--- src/rtl/mf_window.sv ---
// mf_window: sliding-window sample stager feeding the 20-tap matched filter.
// Keeps the last TAPS samples in a shift register and a run-time loadable
// coefficient bank; on every accepted sample it presents the whole window
// plus coefficients as a single-cycle push.
//
// Ports:
//   clk, reset           clock; asynchronous active-low reset
//   pushin, sin          sample valid and signed sample
//   flush                clear window and fill count (coefficients kept)
//   cload, caddr, cdata  coefficient write strobe, index, value
//   pushout              window valid, one cycle per accepted push
//   dout00..dout19       window samples, dout00 newest, dout19 oldest
//   wout00..wout19       coefficient k on woutk
//
// Optional feature: define MF_WINDOW_PRIME_EN to suppress pushout until the
// window holds TAPS real samples after reset or flush.
module mf_window #(
  parameter int unsigned TAPS = 20,
  parameter int unsigned W    = 32
) (
  input  logic                clk,
  input  logic                reset,
  input  logic                pushin,
  input  logic signed [W-1:0] sin,
  input  logic                flush,
  input  logic                cload,
  input  logic        [4:0]   caddr,
  input  logic signed [W-1:0] cdata,
  output logic                pushout,
  output logic signed [W-1:0] dout00, dout01, dout02, dout03, dout04,
                              dout05, dout06, dout07, dout08, dout09,
                              dout10, dout11, dout12, dout13, dout14,
                              dout15, dout16, dout17, dout18, dout19,
  output logic signed [W-1:0] wout00, wout01, wout02, wout03, wout04,
                              wout05, wout06, wout07, wout08, wout09,
                              wout10, wout11, wout12, wout13, wout14,
                              wout15, wout16, wout17, wout18, wout19
);

  localparam int unsigned FILL_W = $clog2(TAPS + 1);

  typedef enum logic [1:0] {
    ST_EMPTY,
    ST_FILLING,
    ST_FULL
  } state_t;

  state_t                 state, state_nx;
  logic [FILL_W-1:0]      fill, fill_nx;
  logic [TAPS-1:0][W-1:0] samp, samp_nx;
  logic [TAPS-1:0][W-1:0] coef;
  logic [TAPS-1:0][W-1:0] dout_q, wout_q;
  logic                   pushout_q;
  logic                   pushout_nx;

  // Window state register
  always_ff @(posedge clk or negedge reset) begin
    if (!reset) begin
      state <= ST_EMPTY;
      fill  <= '0;
      samp  <= '0;
    end else begin
      state <= state_nx;
      fill  <= fill_nx;
      samp  <= samp_nx;
    end
  end

  // Next window: flush is applied first, then a same-cycle sample is inserted
  always_comb begin
    state_nx   = state;
    fill_nx    = fill;
    samp_nx    = samp;
    pushout_nx = 1'b0;

    if (flush) begin
      state_nx = ST_EMPTY;
      fill_nx  = '0;
      samp_nx  = '0;
    end

    if (pushin) begin
      samp_nx = {samp_nx[TAPS-2:0], sin};
      unique case (state_nx)
        ST_EMPTY: begin
          fill_nx  = FILL_W'(1);
          state_nx = ST_FILLING;
        end
        ST_FILLING: begin
          fill_nx = fill_nx + FILL_W'(1);
          if (fill_nx == FILL_W'(TAPS)) state_nx = ST_FULL;
        end
        ST_FULL: begin
          fill_nx = FILL_W'(TAPS);
        end
        default: begin
          fill_nx  = '0;
          state_nx = ST_EMPTY;
        end
      endcase
`ifdef MF_WINDOW_PRIME_EN
      pushout_nx = (state_nx == ST_FULL);
`else
      pushout_nx = 1'b1;
`endif
    end
  end

  // Coefficient bank and output registers; wout captures coef before any same-cycle write
  always_ff @(posedge clk or negedge reset) begin
    if (!reset) begin
      coef      <= '0;
      dout_q    <= '0;
      wout_q    <= '0;
      pushout_q <= 1'b0;
    end else begin
      pushout_q <= pushout_nx;
      if (pushin) begin
        dout_q <= samp_nx;
        wout_q <= coef;
      end
      if (cload && (caddr < 5'(TAPS))) begin
        coef[caddr] <= cdata;
      end
    end
  end

  assign pushout = pushout_q;

  assign {dout19, dout18, dout17, dout16, dout15, dout14, dout13, dout12, dout11, dout10,
          dout09, dout08, dout07, dout06, dout05, dout04, dout03, dout02, dout01, dout00} = dout_q;

  assign {wout19, wout18, wout17, wout16, wout15, wout14, wout13, wout12, wout11, wout10,
          wout09, wout08, wout07, wout06, wout05, wout04, wout03, wout02, wout01, wout00} = wout_q;

endmodule

--- config.mk ---
export PLATFORM = sky130hd
export DESIGN_NAME = mf_window
export DESIGN_NICKNAME = d
export VERILOG_FILES = /design/src/rtl/mf_window.sv
export SDC_FILE = /design/constraint.sdc
export NUM_CORES = 2
export LEC_CHECK = 0
export CAP_MARGIN = 20
export CORE_AREA = 2 2 533 535
export CTS_CLUSTER_SIZE = 10
export DETAILED_ROUTE_END_ITERATION = 10
export DIE_AREA = 0 0 535 537
export MAX_ROUTING_LAYER = met4
export PLACE_DENSITY = 0.6
export SKIP_LAST_GASP = 1
export SLEW_MARGIN = 30
export SYNTH_ARGS = -nofsm -noshare
export SYNTH_HDL_FRONTEND = slang
export SYNTH_SLANG_ARGS = --single-unit
--- constraint.sdc ---
create_clock -name clk -period 2.1 [get_ports clk]
set_input_delay 0.21 -clock clk [delete_from_list [all_inputs] [get_ports clk]]
set_output_delay 0.21 -clock clk [all_outputs]
set_load 0.05 [all_outputs]
==> flow_summary.toml <==
[status]
status = "finished, violations left"
violations = "DRC"

[clock_tree]
cts-root-buf = "clkbuf_16"
cts_made_buffers = 298
cts_buffer_depth = 4
cts_tree = "done"
clkTransAtPathRegs_ns = 0.06
htree_levels = 5
cts.sinks = 2529
post_cts_buffers = 0
clk_latency_ns = 0.90

[timing]
slew_viol_final = 0
fin_crit_ns = 2.046
tightest_slew_ns = 0.9787
finalSetupViolCount = 0
finalClockSkew_ns = 0.05444
slew_headroom_pct = 34.76
fmax_mhz = 488.8
timing.final.crit_share_pct = 97.43
hold_viol_final = 0

[job]
max-cap-violations = 0

[setup_path]
critical_path.top_delay_family = "buffers and inverters"
critPathMaxStageDelay_ns = 0.57
required_ns = 1.89
cpMaxStageDelayCell = "dlygate4sd2_1"
critPathArrivalTime_ns = 1.84
endpoint_kind = "primary output"
critPathLaunchType = "flip-flop"
cp_max_fo = 2
startpoint = "wout00[1]$_DFFE_PN0P_"
r2r_start = "coef[632]$_DFFE_PN0P_"
path_class = "flip-flop to primary output"
worst-path-buf-inv = 1
path_cells = "dlygate4sd2_1"

[layout]
syn_to_final_growth_pct = 28.08
nNetsFinal = 8893
final_util_pct = 43.89
largest_reg_flops = 640
drive_gt1_share_pct = 26.42
top_regs = "coef x640, samp x608"
top_register = "coef"
instances_no_fill = 12650

[synthesis]
synth_nets = 7436
yosys-top-cells-area = "dfrtp_1, mux2_2, mux2i_1, o21ai_0, nand2_1"
synth-seq-cells = 2529
syn_avg_cell_area_sq_um = 13.09
ys_types = 29
synth_top_area_share_pct = 65.65
synth_cells = 7362
syn_area_sq_mm = 0.09640
yosys_warnings = 0
synth.yosys.seq_area_share_pct = 65.65
yosysTopAreaCell = "dfrtp_1"

[detailed_routing]
wire_per_inst_microns = 25.39
viasPerCell = 4.887
num_vias = 61800
drc = 8
routed_wl_microns = 321000
first_iter_violations = 4063
final_antenna_net_count = 0
drt-pass1-iter-count = 11

[placed_design]
place_inst = 12240
io_buffers = 1354
place_congestion = 0.8930
dp_hpwl_microns = 228000

[hold_path]
hold_class = "input port to flip-flop"
worstHoldStart = "cdata[21]"

[global_route]
grt_pass1_wl_microns = 463300
grt_max_degree = 115
grt_pass1_vias = 63790
antenna_found_initial = 17
grt_overflow = 0
top_usage_layer = "met2"
use_met1_pct = 27.95
met3_usage_pct = 6.286
grt_usage_pct = 22.58
grt.met2_usage_pct = 35.76

[power]
max-vdd-ir-drop_mv = 0.7725
p_leak_nw = 59.88
total_power_mw = 130.5
p_per_area_mw_per_mm2 = 1057

[floorplanning]
die_x_microns = 535
core_area_sq_mm = 0.2813
initial_core_util_pct = 34.27
dieArea_sq_mm = 0.2873
die_h_microns = 537
row_count = 195
io_pins = 1355
-- report_power, final --
group          total (mW)  internal (mW)  switching [mW]  leakage, nW
registers            58.1           54.3            3.81         33.7
logic                25.9           8.18            17.7         22.1
clock network        46.5           26.7            19.8         4.06
total                 130           89.1            41.3         59.9
-- area by class of cell --
type | count | area [sq um]
Fill cell | 25960 | 157800
Sequential cell | 2529 | 63290
Multi-Input combinational cell | 3747 | 28710
Timing Repair Buffer | 1635 | 16130
Clock buffer | 352 | 7920
Tap cell | 3743 | 4683
Inverter | 608 | 2282
Clock inverter | 24 | 434.2
Antenna cell | 7 | 17.52
-- worst paths after layout --
| kind | end | slack, ns | cells after the start |
|---|---|---|---|
| setup / recovery | wout00[1] | 0.05 | 1 |
| max in group asynchronous | samp[93]$_DFF_PN0_ | 0.58 | 3 |
| setup reg to reg | wout19[24]$_DFFE_PN0P_ | 1.10 | 1 |
| min in group asynchronous | dout15[15]$_DFFE_PN0P_ | 0.25 | 3 |
| hold / removal | coef[85]$_DFFE_PN0P_ | 0.07 | 3 |
| hold reg to reg | wout15[16]$_DFFE_PN0P_ | 0.46 | 1 |
-- metal layers --
metal / vias to the layer above / routed length [microns]
li1: 27100 / -
met1: 32160 / 132200
met2: 2092 / 152200
met3: 449 / 25190
met4: 0 / 11420
met5: - / 0
-- cells by family after synthesis --
logic type	synth area share [%]
multiplexers	21.42
buffers and inverters	4.647
AO/OA/AOI/OAI	3.447
AND/OR/NAND/NOR	4.832
flip-flops	65.65
-- through the flow --
stage | setup WS [ns] | setup TNS (ns) | hold WS [ns] | cell area [sq um]
CTS | -0.1992 | -0.1992 | 0.001622 | 123600
global route | -0.0005278 | -0.001673 | 0.02452 | 123500
detailed placement | -0.2818 | -60.84 | 0.2165 | 115600
floorplan | 0.5267 | 0 | -0.08559 | 96400
finish | 0.05405 | 0 | 0.06620 | 123500
global placement | -0.2808 | -59.56 | 0.2167 | 115600
-- Yosys cell counts --
master and instances:
dfrtp_1 2529, mux2_2 1271, nand2_1 617, inv_1 608, o21ai_0 608, nor2_1 581
mux2i_1 576, clkbuf_1 243, buf_2 196, a22o_1 32, mux2_4 30, buf_4 27
mux2_1 11, buf_1 8, nor2b_1 4, buf_12 3, nand3b_1 3, or3_1 3
and4bb_2 2, and3b_2 1, buf_6 1, nand2b_1 1, nand3_1 1, nand3_2 1
nand4_1 1, nand4b_1 1, nor3_1 1, nor4b_1 1, or4b_1 1
-- cell usage in the layout, fill, tap and decap left out, types with 273 or more instances in the layout --
| cell | count |
|---|---|
| nor2_1 | 577 |
| inv_1 | 608 |
| mux2_2 | 1271 |
| nand2_1 | 607 |
| clkbuf_16 | 306 |
| clkdlybuf4s15_2 | 273 |
| dfrtp_1 | 2529 |
| dlygate4sd2_1 | 678 |
| mux2i_1 | 576 |
| o21ai_0 | 608 |
-- what timing repair did --
| item | in CTS | in global routing |
|---|---|---|
| gates resized for setup | 1953 | 81 |
| endpoints found under the setup margin | 1193 | 77 |
| hold buffers | 18 | 0 |
| hold endpoints to repair | 2463 | 0 |
Power figures use the tool's default switching activity.
